===== src/rtl/mmc_rd_burst_buf.sv =====
// Read-return buffer: frames DFI return beats into whole bursts, buffers them, drains to MRC, issues read credits.
// Latency: EOM accepted in cycle N -> first beat of that burst valid at N+2; output held stable while valid && !ready.
module mmc_rd_burst_buf #(
    parameter int NUM_WORDS    = 4,
    parameter int WORD_WIDTH   = 32,
    parameter int BURST_SIZE   = 2,
    parameter int DEPTH_BURSTS = 4,
    parameter int CNTL_WIDTH   = 2
) (
    input  logic                                   clk,
    input  logic                                   reset_poweron,
    input  logic                                   dfi__mmc__valid,
    input  logic [CNTL_WIDTH-1:0]                  dfi__mmc__cntl,
    input  logic [NUM_WORDS*WORD_WIDTH-1:0]        dfi__mmc__data,
    input  logic                                   seq__rdb__rd_issue,
    output logic                                   rdb__seq__rd_credit,
    output logic                                   mmc__mrc__valid,
    output logic [CNTL_WIDTH-1:0]                  mmc__mrc__cntl,
    output logic [NUM_WORDS*WORD_WIDTH-1:0]        mmc__mrc__data,
    input  logic                                   mrc__mmc__ready,
    output logic [$clog2(DEPTH_BURSTS+1)-1:0]      rdb__sts__outstanding,
    output logic                                   rdb__sts__frame_err,
    output logic                                   rdb__sts__unexp_err
);
    localparam int DW    = NUM_WORDS * WORD_WIDTH;
    localparam int DEPTH = DEPTH_BURSTS * BURST_SIZE;
    localparam int PW    = $clog2(DEPTH);
    localparam int AW    = $clog2(DEPTH + 1);
    localparam int OW    = $clog2(DEPTH_BURSTS + 1);
    localparam int BW    = $clog2(BURST_SIZE + 1);

    localparam logic [CNTL_WIDTH-1:0] TAG_MOM     = CNTL_WIDTH'(0);
    localparam logic [CNTL_WIDTH-1:0] TAG_SOM     = CNTL_WIDTH'(1);
    localparam logic [CNTL_WIDTH-1:0] TAG_EOM     = CNTL_WIDTH'(2);
    localparam logic [CNTL_WIDTH-1:0] TAG_SOM_EOM = CNTL_WIDTH'(3);
    localparam logic [OW-1:0]         ONE_O       = OW'(1);

    typedef enum logic {S_IDLE, S_IN_BURST} state_t;

    state_t               state_q, state_d;
    logic [BW-1:0]        bc_q, bc_d, obc_q, obc_d;
    logic [PW-1:0]        wr_q, wr_d, cmt_q, cmt_d, rd_q, rd_d;
    logic [AW-1:0]        avail_q, avail_d;
    logic [OW-1:0]        out_cnt_q, out_cnt_d, bursts_q, bursts_d;
    logic [OW:0]          rsv_d;
    logic                 credit_q, credit_d;
    logic                 out_vld_q, out_vld_d, ferr_q, ferr_d, unexp_q, unexp_d;
    logic [CNTL_WIDTH-1:0] out_cntl_q, out_cntl_d;
    logic [DW-1:0]        out_dat_q, out_dat_d;
    logic [DW-1:0]        mem_q [DEPTH];

    logic beat_vld, wr_en, commit, rollback, ferr_beat, issue_ok, pop, pop_last;

    function automatic logic [PW-1:0] inc_ptr(input logic [PW-1:0] p);
        return (p == PW'(DEPTH - 1)) ? '0 : p + PW'(1);
    endfunction

    function automatic logic [CNTL_WIDTH-1:0] tag_of(input logic [BW-1:0] idx);
        if (BURST_SIZE == 1) return TAG_SOM_EOM;
        if (idx == '0) return TAG_SOM;
        if (idx == BW'(BURST_SIZE - 1)) return TAG_EOM;
        return TAG_MOM;
    endfunction

    always_comb begin
        state_d   = state_q;
        bc_d      = bc_q;
        wr_en     = 1'b0;
        commit    = 1'b0;
        rollback  = 1'b0;
        ferr_beat = 1'b0;
        // Beats with nothing outstanding are dropped before the framing decode.
        beat_vld  = dfi__mmc__valid && (out_cnt_q != '0);
        if (beat_vld) begin
            case (state_q)
                S_IDLE: begin
                    if (BURST_SIZE == 1 && dfi__mmc__cntl == TAG_SOM_EOM) begin
                        wr_en  = 1'b1;
                        commit = 1'b1;
                    end else if (BURST_SIZE > 1 && dfi__mmc__cntl == TAG_SOM) begin
                        wr_en   = 1'b1;
                        bc_d    = BW'(1);
                        state_d = S_IN_BURST;
                    end else begin
                        ferr_beat = 1'b1;
                    end
                end
                S_IN_BURST: begin
                    if (dfi__mmc__cntl == TAG_MOM && bc_q < BW'(BURST_SIZE - 1)) begin
                        wr_en = 1'b1;
                        bc_d  = bc_q + BW'(1);
                    end else if (dfi__mmc__cntl == TAG_EOM && bc_q == BW'(BURST_SIZE - 1)) begin
                        wr_en   = 1'b1;
                        commit  = 1'b1;
                        state_d = S_IDLE;
                    end else begin
                        ferr_beat = 1'b1;
                        rollback  = 1'b1;
                        state_d   = S_IDLE;
                    end
                end
                default: state_d = S_IDLE;
            endcase
        end

        issue_ok = seq__rdb__rd_issue && credit_q;
        pop      = (avail_q != '0) && (!out_vld_q || mrc__mmc__ready);
        pop_last = pop && (obc_q == BW'(BURST_SIZE - 1));

        // A partial burst is discarded by rewinding to the last committed boundary.
        wr_d  = rollback ? cmt_q : (wr_en ? inc_ptr(wr_q) : wr_q);
        cmt_d = commit ? inc_ptr(wr_q) : cmt_q;
        rd_d  = pop ? inc_ptr(rd_q) : rd_q;
        obc_d = pop ? (pop_last ? '0 : obc_q + BW'(1)) : obc_q;
        avail_d = avail_q + (commit ? AW'(BURST_SIZE) : '0) - (pop ? AW'(1) : '0);

        case ({issue_ok, commit})
            2'b10:   out_cnt_d = out_cnt_q + ONE_O;
            2'b01:   out_cnt_d = out_cnt_q - ONE_O;
            default: out_cnt_d = out_cnt_q;
        endcase

        bursts_d = bursts_q;
        if (wr_en && state_q == S_IDLE) bursts_d = bursts_d + ONE_O;
        if (rollback)                   bursts_d = bursts_d - ONE_O;
        if (pop_last)                   bursts_d = bursts_d - ONE_O;

        rsv_d    = {1'b0, out_cnt_d} + {1'b0, bursts_d};
        credit_d = rsv_d < (OW + 1)'(DEPTH_BURSTS);

        out_vld_d  = out_vld_q;
        out_cntl_d = out_cntl_q;
        out_dat_d  = out_dat_q;
        if (pop) begin
            out_vld_d  = 1'b1;
            out_cntl_d = tag_of(obc_q);
            out_dat_d  = mem_q[rd_q];
        end else if (mrc__mmc__ready) begin
            out_vld_d = 1'b0;
        end

        ferr_d  = ferr_q || ferr_beat || (seq__rdb__rd_issue && !credit_q);
        unexp_d = unexp_q || (dfi__mmc__valid && out_cnt_q == '0);
    end

    always_ff @(posedge clk) begin
        if (wr_en) mem_q[wr_q] <= dfi__mmc__data;
    end

    always_ff @(posedge clk) begin
        if (reset_poweron) begin
            state_q    <= S_IDLE;
            bc_q       <= '0;
            obc_q      <= '0;
            wr_q       <= '0;
            cmt_q      <= '0;
            rd_q       <= '0;
            avail_q    <= '0;
            out_cnt_q  <= '0;
            bursts_q   <= '0;
            credit_q   <= 1'b0;
            out_vld_q  <= 1'b0;
            out_cntl_q <= '0;
            out_dat_q  <= '0;
            ferr_q     <= 1'b0;
            unexp_q    <= 1'b0;
        end else begin
            state_q    <= state_d;
            bc_q       <= bc_d;
            obc_q      <= obc_d;
            wr_q       <= wr_d;
            cmt_q      <= cmt_d;
            rd_q       <= rd_d;
            avail_q    <= avail_d;
            out_cnt_q  <= out_cnt_d;
            bursts_q   <= bursts_d;
            credit_q   <= credit_d;
            out_vld_q  <= out_vld_d;
            out_cntl_q <= out_cntl_d;
            out_dat_q  <= out_dat_d;
            ferr_q     <= ferr_d;
            unexp_q    <= unexp_d;
        end
    end

    assign rdb__seq__rd_credit   = credit_q;
    assign mmc__mrc__valid       = out_vld_q;
    assign mmc__mrc__cntl        = out_cntl_q;
    assign mmc__mrc__data        = out_dat_q;
    assign rdb__sts__outstanding = out_cnt_q;
    assign rdb__sts__frame_err   = ferr_q;
    assign rdb__sts__unexp_err   = unexp_q;
endmodule


===== config.mk =====
export PLATFORM = sky130hd
export DESIGN_NAME = mmc_rd_burst_buf
export DESIGN_NICKNAME = d
export VERILOG_FILES = /design/src/rtl/mmc_rd_burst_buf.sv
export SDC_FILE = /design/constraint.sdc
export NUM_CORES = 1
export LEC_CHECK = 0
export BUFFER_PORTS_ARGS = -buffer_cell sky130_fd_sc_hd__buf_2
export CAP_MARGIN = 20
export CORE_UTILIZATION = 50
export CTS_CLUSTER_SIZE = 16
export DETAILED_ROUTE_END_ITERATION = 7
export HOLD_SLACK_MARGIN = 0.08
export PLACE_DENSITY = 0.68
export REMOVE_ABC_BUFFERS = 1
export SLEW_MARGIN = 20
export SYNTH_ARGS = -nofsm -noshare
export SYNTH_HDL_FRONTEND = slang
export SYNTH_SLANG_ARGS = --single-unit

===== constraint.sdc =====
create_clock -name clk -period 13.4 [get_ports clk]
set_input_delay 1.34 -clock clk [delete_from_list [all_inputs] [get_ports clk]]
set_output_delay 1.34 -clock clk [all_outputs]
set_load 0.05 [all_outputs]

### Yosys cells after proc, flatten, opt, wreduce, memory -nomap -nowiden

Memories as Yosys holds them, arrays and structs flattened. A register that Yosys moved wholly into a read port is not among the register bits.
Index checks and enable logic that the tools add are counted.

| word-level totals | value |
|---|---|
| flip-flop bits (word level) | 30 |
| latch bits | 0 |
| bits in writable memories | 1024 |
| ROM bits | 0 |
| logic and storage cells | 107 |
| memories | 1 |

Memories:

| name | depth | width | read ports | clocked after memory_dff | wr ports | line | text |
|---|---|---|---|---|---|---|---|
| mem_q | 8 | 128 | 1 | 1 | 1 | 50 | `logic [DW-1:0] mem_q [DEPTH];` |

| operators by class | value |
|---|---|
| add/subtract/negate cells | 12 |
| multipliers | 0 |
| divide/modulo/power cells | 0 |
| magnitude comparators | 2 |
| eq/ne operators | 10 |
| shifts and indexed selects | 0 |
| muxes and demuxes | 44 |
| bitwise logic cells | 1 |
| reduce and logical (&&, ||, !) cells | 23 |

Operator list:

| kind | number |
|---|---|
| $mux W1 | 24 |
| $mux W3 | 7 |
| $mux W2 | 8 |
| $add A3 B1 Y3 const B | 4 |
| $logic_and A1 B1 Y1 | 9 |
| $sub A3 B1 Y3 const B | 3 |
| $eq A2 B1 Y1 const B | 4 |
| $eq A3 B3 Y1 const B | 2 |
| $pmux W1 S2 | 3 |
| $pmux W3 S2 | 1 |
| $add A2 B1 Y2 const B | 2 |
| $add A3 B3 Y4 | 1 |
| $add A4 B2 Y4 | 1 |
| $eq A2 B2 Y1 const B | 2 |
| $logic_not A2 Y1 | 2 |
| $logic_or A1 B1 Y1 | 4 |
| $lt A4 B3 Y1 const B | 1 |
| $pmux W2 S2 | 1 |
| $reduce_bool A2 Y1 | 2 |
| $reduce_bool A4 Y1 | 1 |
| $sub A4 B1 Y4 | 1 |
| $logic_not A3 Y1 | 1 |
| $reduce_and A3 Y1 | 1 |
| $reduce_bool A3 Y1 | 1 |
| 5 further kinds | 6 |

### Longest topological paths before layout

Gate-level depths: netlist (run 1).

| logic depth | value |
|---|---|
| depth after elaboration | 14 |
| depth in mapped cells | 15 |
| mapped depth without buffers | 15 |

### Worst setup path after synthesis (run 1)

No wires, ideal clock.

| timing | value |
|---|---|
| path type | in2reg |
| start point | in dfi__mmc__cntl[1] |
| end point | mem mem_q[0][0] (netlist name) (enable) |
| setup time | 0.772 ns |
| arrival time | 10.818 ns |
| required time | 12.628 ns |
| path slack | 1.810 ns |
| stages on the path | 5 |
| path buffers | 1 |
| cells stage by stage | buf_6 mux2_4 a31oi_1 or3_1 nor3_1 |

| on the way | value |
|---|---|
| longest elaborated chain between the ends | 8 |

RTL lines:

| element | line | text |
|---|---|---|
| start: declaration | 13 | `input logic [CNTL_WIDTH-1:0] dfi__mmc__cntl,` |
| $eq A2 B2 Y1 | 92 | `end else if (dfi__mmc__cntl == TAG_EOM && bc_q == BW'(BURST_SIZE - 1)) begin` |
| $logic_and A1 B1 Y1 | 92 |  |
| $mux W1 | 92 |  |
| $mux W1 | 89 | `if (dfi__mmc__cntl == TAG_MOM && bc_q < BW'(BURST_SIZE - 1)) begin` |
| $pmux W1 S2 (*) | 75 | `case (state_q)` |
| $mux W1 (*) | 74 | `if (beat_vld) begin` |
| $mux W1 (*) | 147 | `if (wr_en) mem_q[wr_q] <= dfi__mmc__data;` |
| $mux W1 (implied by the code) (*) | 147 |  |
| end: declaration | 50 |  |

Every way passes the cells marked *; elsewhere a longest branch is shown, timed or not.

### Worst setup path in the final report (run 1)

| timing | value |
|---|---|
| start point | in dfi__mmc__cntl[0] |
| end point | mem mem_q[0][6] (netlist name) (enable) |

Same word-level chain as after synthesis.

==> key figures, run 1 <==
Outcome
  – Outcome: finished, final reports clean

Placement
  – Post-placement cell count: 3,442
  – Detailed Place HPWL: 51,300 um
  – Routability Congestion: 0.766
  – Post-place setup slack: 7770 ps
  – IO Port Bufs: 271

Critical path
  – Crit Path Class: in2reg
  – Crit-path cells: buf_2 > nor3b_1 > a31oi_1 > or3_1 > nor3_2 > buf_4 > buf_4
  – WP buf/inv: 3
  – Peak per-stage delay on the critical path: 960 ps
  – R2R depth: 8
  – Max FO, Critical Path: 61
  – Crit path max-delay family: buffers and inverters
  – Slowest stage cell, crit path: buf_4
  – Reg-to-reg startpoint: bc_q[0]$_SDFFE_PP0P_
  – Crit Reg-Reg Endpoint: mem_q[0][6]$_DFFE_PP_
  – CP Launch Type: input port
  – Flop-to-flop setup slack: 8670 ps
  – Crit-path most repeated cell: buf_4
  – CP required: 13,680 ps
  – Critical path endpoint category: register
  – Arr. time, crit path: 5210 ps

Finish
  – Final Instance Count excl. Fillers: 3,672
  – Nets: 2,563
  – Share of layout cells above drive strength 1: 30.2%
  – Fillers: 6,290
  – Synthesis-to-finish area growth: 14.6%
  – Final Util: 58.1%

Drt
  – 1st-iter DRT viols: 1,547
  – Routed via count: 21.1k
  – Vias per inst: 5.76
  – Routed wire length: 92,900 um
  – Drt first pass iters: 5
  – Drc violations: 0
  – Antenna-violating nets left: 0
  – Detailed-route wire length per cell: 25.3 um

Flow run
  – Max-Cap Viols: 0

Logic synthesis
  – Cells after synthesis: 2,109
  – Sequential element share of the synthesized area: 76.7%
  – Cell Area, Synth: 44,200 um2
  – Ys async rst share: 0%
  – Simple-Gate Fraction of Synth Area: 1.98%
  – Main combinational cell family by area after synthesis: multiplexers
  – Compound-cell area share of the yosys netlist: 2.72%
  – Proportion of synthesized area in mux cells: 16.2%
  – Synth top area share: 69.5%
  – Biggest area consumer among synthesized cells: edfxtp_1
  – Synth top area cells: edfxtp_1 (70%), mux4_2 (13%), dfxtp_1 (7.2%)
  – Synth cell types: 49
  – Yosys reg bits: 1,182
  – Synth warn: 0
  – Synth Area in Adders: 0.628%
  – XOR/XNOR share of the synthesized area: 0.198%
  – Post-synth EDFFs: 1,024
  – Synth Area per Inst: 21.0 um2
  – Prevailing post-synth register cell: edfxtp_1

Global routing
  – Grt total ovfl: 0
  – Met3 GRT Util: 4.81%
  – Vias in the first global route: 22.0k
  – Gr usage total: 21.0%
  – GR Layer Usage met2: 33.5%
  – Global-route wire length before repair: 140,000 um
  – Initial antenna violation count: 30
  – Largest net degree at the start of global routing: 178
  – GR peak layer: met2
  – Met1 GRT Util: 29.6%

Power
  – Clock network power share: 31.5%
  – Leakage: 16.4 nW
  – Int Pwr: 7.10 mW
  – Logic gate share of total power: 25.6%
  – Sw Ratio: 31.7%
  – Pwr Density: 205 nW/um2
  – Maximum VDD drop: 0.169 mV
  – P_sw: 3.29 mW
  – Tot Pwr: 10.4 mW
  – Sequential share of power: 42.9%

Timing
  – # setup viols final: 0
  – Worst slew margin: 25.1%
  – Worst-margin pin slew: 1120 ps
  – Final Hold Vio Count: 0
  – Fmax: 203 MHz
  – Post-route minimum period: 4920 ps
  – Tcrit/Tclk final: 36.7%
  – Final Max Slew Viols: 0
  – Final worst setup slack: 8480 ps
  – Worst Clk Skew: 37.8 ps
  – Fin Setup TNS: 0 ps
  – Unrepaired setup endpoints after global routing: no

Clock network
  – Clk slew on worst S/H paths: 60 ps
  – H-tree Lvls: 3
  – Worst-skew pair later-pin latency: 690 ps
  – CTS Buf Count: 115
  – Resize count post-CTS: 0
  – Root Buffer: clkbuf_16
  – CTS tree: built
  – Post-CTS Hold Fix Bufs: 0
  – Clock sinks: 1,182
  – Postcts setup bufs: 0
  – Clock Path Buffers: 3

Hold path
  – Hold Startpoint: obc_q[1]$_SDFFE_PP0P_
  – WHS Endpoint: obc_q[1]$_SDFFE_PP0P_
  – Hold Path Depth: 2
  – Worst Hold Class: reg2reg

Floorplan
  – Chip width: 299 um
  – Core area: 87,200 um2
  – Die Area: 89,600 um2
  – IO Pins: 272
  – Initial Util: 50.7%
  – Row count: 108
  – Die Y-Extent: 299 um
## power groups by stage
stage               logic, mW  registers, mW  clock network [mW]
global placement         2.66           4.53                   0
detailed placement       2.69           4.54                   0
global route             2.85           4.49                3.48
finish                   2.66           4.45                3.27
CTS                      2.70           4.46                3.33
floorplan                1.57           5.37                   0
## cell type report
| cell class | instances | area (um2) | area share, % |
|---|---|---|---|
| clock inverters | 69 | 787 | 1.55 |
| multi-input cells | 789 | 9640 | 19.0 |
| well taps | 1155 | 1450 | 2.85 |
| flip-flops and latches | 1182 | 33900 | 67.0 |
| diodes | 7 | 17.5 | 0.0346 |
| clock buffers | 151 | 3110 | 6.15 |
| repair buffers | 303 | 1660 | 3.27 |
| inverters | 16 | 67.6 | 0.133 |
## cell usage in the layout (no fill, tap or decap), types with 14 or more instances in the layout
cell type and n:
nor2_1 147, edfxtp_1 1024, clkbuf_1 27, buf_4 29, nand2_1 15, bufinv_16 14
inv_1 14, a21oi_1 16, buf_2 270, a211oi_1 131, mux4_2 256, clkinv_2 22
dfxtp_1 155, ha_1 19, mux2i_1 134, clkinv_1 16, clkbuf_16 116
## worst max-delay path by stage
stage                         startpoint                     end  slack, ps  cells after the start
floorplan           rd_q[0]$_SDFFE_PP0P_    rd_q[0]$_SDFFE_PP0P_       1530                      5
global placement       dfi__mmc__cntl[1]  mem_q[0][19]$_DFFE_PP_       7740                      7
detailed placement     dfi__mmc__cntl[1]  mem_q[0][33]$_DFFE_PP_       7770                      7
CTS                    dfi__mmc__cntl[0]   mem_q[0][6]$_DFFE_PP_       8460                      7
global route           dfi__mmc__cntl[1]   mem_q[0][6]$_DFFE_PP_       8260                      7
finish                 dfi__mmc__cntl[0]   mem_q[0][6]$_DFFE_PP_       8480                      7
## kinds of logic (layout without fill, tap and decap cells)
| kind of cell | after synthesis | after routing |
|---|---|---|
| other | 0 | 7 |
| adders and majority gates | 21 | 21 |
| DFF | 1182 | 1182 |
| buffers and inverters | 138 | 539 |
| and+or+nand+nor | 205 | 205 |
| muxes | 393 | 393 |
| AOI/OAI and AO/OA | 160 | 160 |
| xor gates and xnor gates | 10 | 10 |
## state kept, by name, summed over array words and instances (netlist names)
register,cells
avail_q,4
bc_q,2
bursts_q,3
cmt_q,3
mem_q,1024
mmc__mrc__cntl,2
mmc__mrc__data,128
mmc__mrc__valid,1
obc_q,2
rd_q,3
rdb__seq__rd_credit,1
rdb__sts__frame_err,1
rdb__sts__outstanding,3
rdb__sts__unexp_err,1
state_q,1
wr_q,3
## worst min-delay path, cell delays in order, from the launching register on
cell and delay, ps:
dfxtp_1 310, nand2_1 50, a21oi_1 50
## cells in the mapped netlist, types with 8 or more instances
library cell and count:
a211oi_1 131, a21oi_1 16, buf_2 57, buf_4 25
clkbuf_1 33, dfxtp_1 158, edfxtp_1 1024, ha_1 19
inv_1 14, mux2i_1 134, mux4_2 256, nand2_1 15
nor2_1 153, nor2b_1 9, nor3_1 8
## through the flow
stage / area [um2] / hold slack, ps
after floorplan: 43600 / 426
after global placement: 46700 / 438
after detailed placement: 46700 / 457
after CTS: 50600 / 465
after global routing: 50600 / 506
final: 50700 / 464
## metal layers
layer,vias to the layer above,wire [um]
met4,30,1650
met2,572,45200
li1,9263,-
met5,-,184
met3,151,6060
met1,11100,39800
(Power assumes the default switching activity.)
==> run 2, diff against run 1 <==
- clock period: 13.4 -> 5.07 ns (I/O delays scaled with it)
==> run 2 against run 1 <==
Net effect:
- routed wire length fell by 0.87%
- hold slack got worse by 350 ps
- sequential share of layout area fell by 1.9 points
- register-to-register slack got worse by 7500 ps
- clock power rose to 2.6 times the previous value
- critical path depth rose by 8
- first-iteration DRC count rose by 2.4%
- critical endpoint is now rdb__seq__rd_credit$_SDFF_PP0_
==> key figures, run 2 (same netlist as run 1, synthesis figures left out) <==
Outcome
  – Outcome: finished, final reports clean

Drt
  – Routed via count: 21.6k
  – Detailed-route wire length per cell: 24.3 um
  – Routed wire length: 92,100 um
  – Antenna-violating nets left: 0
  – Vias per inst: 5.69
  – Drc violations: 0
  – 1st-iter DRT viols: 1,584
  – Drt first pass iters: 7

Finish
  – Final Instance Count excl. Fillers: 3,797
  – Most flops, register: mem_q
  – Largest register FFs: 1,024
  – Synthesis-to-finish area growth: 17.8%
  – Nets: 2,695
  – Fillers: 6,226
  – Commonest cells after routing, fill and taps aside: edfxtp_1 (1,024), buf_2 (270), mux4_2 (256)
  – Cell area after layout: 52,100 um2
  – Commonest non-fill, non-tap cell in the layout: edfxtp_1
  – Share of layout cells above drive strength 1: 28.6%

Clock network
  – H-tree Lvls: 3
  – Postcts setup bufs: 0
  – Clock Path Buffers: 3
  – Worst-skew pair later-pin latency: 690 ps
  – Resize count post-CTS: 0
  – CTS tree: built
  – Clock sinks: 1,182
  – Clk slew on worst S/H paths: 60 ps
  – Post-CTS Hold Fix Bufs: 121
  – Root Buffer: clkbuf_16
  – CTS Buf Count: 116

Placement
  – Post-placement cell count: 3,455
  – Routability Congestion: 0.776
  – Detailed Place HPWL: 48,100 um
  – Post-place setup slack: 1210 ps
  – IO Port Bufs: 271
  – Placed cell area: 47,000 um2

Power
  – Pwr Density: 527 nW/um2
  – Leakage: 17.0 nW
  – Maximum VDD drop: 0.494 mV

Global routing
  – Grt total ovfl: 0
  – Initial antenna violation count: 7
  – Vias in the first global route: 22.8k
  – Global-route wire length before repair: 140,000 um
  – Largest net degree at the start of global routing: 109
  – Gr usage total: 20.9%

Timing
  – # setup viols final: 0
  – Final worst setup slack: 1180 ps
  – Worst-margin pin slew: 967 ps
  – Worst Clk Skew: 23.9 ps
  – Fmax: 257 MHz
  – Worst slew margin: 35.6%
  – Post-route minimum period: 3890 ps
  – Tcrit/Tclk final: 76.7%
  – Final Hold Vio Count: 0
  – Final Max Slew Viols: 0
  – Unrepaired setup endpoints after global routing: no

Floorplan
  – Chip width: 299 um
  – Initial Util: 50.7%
  – IO Pins: 272
  – Die Area: 89,600 um2
  – Core area: 87,200 um2
  – Row count: 108
  – Die Y-Extent: 299 um

Critical path
  – Critical path endpoint category: register
  – Crit Path Class: reg2reg
  – CP required: 5690 ps
  – Arr. time, crit path: 4510 ps
  – CP Launch Type: register
  – Max FO, Critical Path: 13

Hold path
  – Worst Hold Class: in2reg

Flow run
  – Max-Cap Viols: 0
run 2: cell types whose count changed in the layout (fill, tap and decap cells not counted), sizes merged:
cell,change
diode,-5
dlygate4sd3,+121
clkinvlp,-8
bufinv,-2
buf,+10
clkbuf,+20
clkinv,-11
run 2: cell type report:
| cell class | count | area [um2] | area share, % |
|---|---|---|---|
| inverter | 16 | 67.6 | 0.130 |
| clock buffer | 171 | 3300 | 6.34 |
| antenna | 2 | 5.00 | 0.00961 |
| multi-input combinational | 789 | 9640 | 18.5 |
| clock inverter | 48 | 563 | 1.08 |
| sequential | 1182 | 33900 | 65.1 |
| tap | 1155 | 1450 | 2.77 |
| timing repair buffer | 434 | 3150 | 6.05 |
run 2: worst max-delay path, stage by stage, from the launching register on:
cell,delay [ps]
dfxtp_1,380
o31ai_4,650
nor2_1,160
nand2_1,170
xor2_1,240
ha_1,280
and2_1,170
a221oi_2,250
o22ai_1,150
ha_1,250
nand4_1,100
xor2_1,190
xnor2_1,160
ha_1,260
nor4_1,270
o21a_1,150
run 2: through the flow:
stage,TNS (ps),power (mW),util (%),hold WS (ps)
5_1_grt,0,28.6,59.8,109
3_3_place_gp,0,18.9,53.9,438
6_report,0,27.4,59.8,117
3_5_place_dp,0,19.1,53.9,450
4_1_cts,0,27.7,59.8,80.4
2_1_floorplan,-4062120,16.8,-,426
run 2: worst paths after layout:
path	from	end	slack [ps]	cells after the start
hold / removal	dfi__mmc__data[69]	mem_q[3][69]$_DFFE_PP_	120	1
setup reg to reg	rdb__sts__outstanding[1]$_SDFF_PP0_	rdb__seq__rd_credit$_SDFF_PP0_	1180	15
hold reg to reg	mmc__mrc__cntl[0]$_SDFFE_PP0P_	mmc__mrc__cntl[0]$_SDFFE_PP0P_	460	2
setup / recovery	rdb__sts__outstanding[1]$_SDFF_PP0_	rdb__seq__rd_credit$_SDFF_PP0_	1180	15
run 2: per-layer routing:
layer | vias to the layer above | wire length, um | global-route usage [%] | part of all wire (%)
met4 | 8 | 1320 | 5.17 | 1.4
met3 | 96 | 5250 | 3.52 | 5.7
met2 | 575 | 46300 | 34.9 | 50
li1 | 9530 | - | - | -
met5 | - | 51 | 0 | 0.055
met1 | 11400 | 39200 | 28.9 | 43
run 2: power breakdown:
part	total (mW)	internal (mW)	switching, mW
logic	7.13	2.59	4.54
clock network	8.61	5.11	3.50
registers	11.7	11.2	0.520
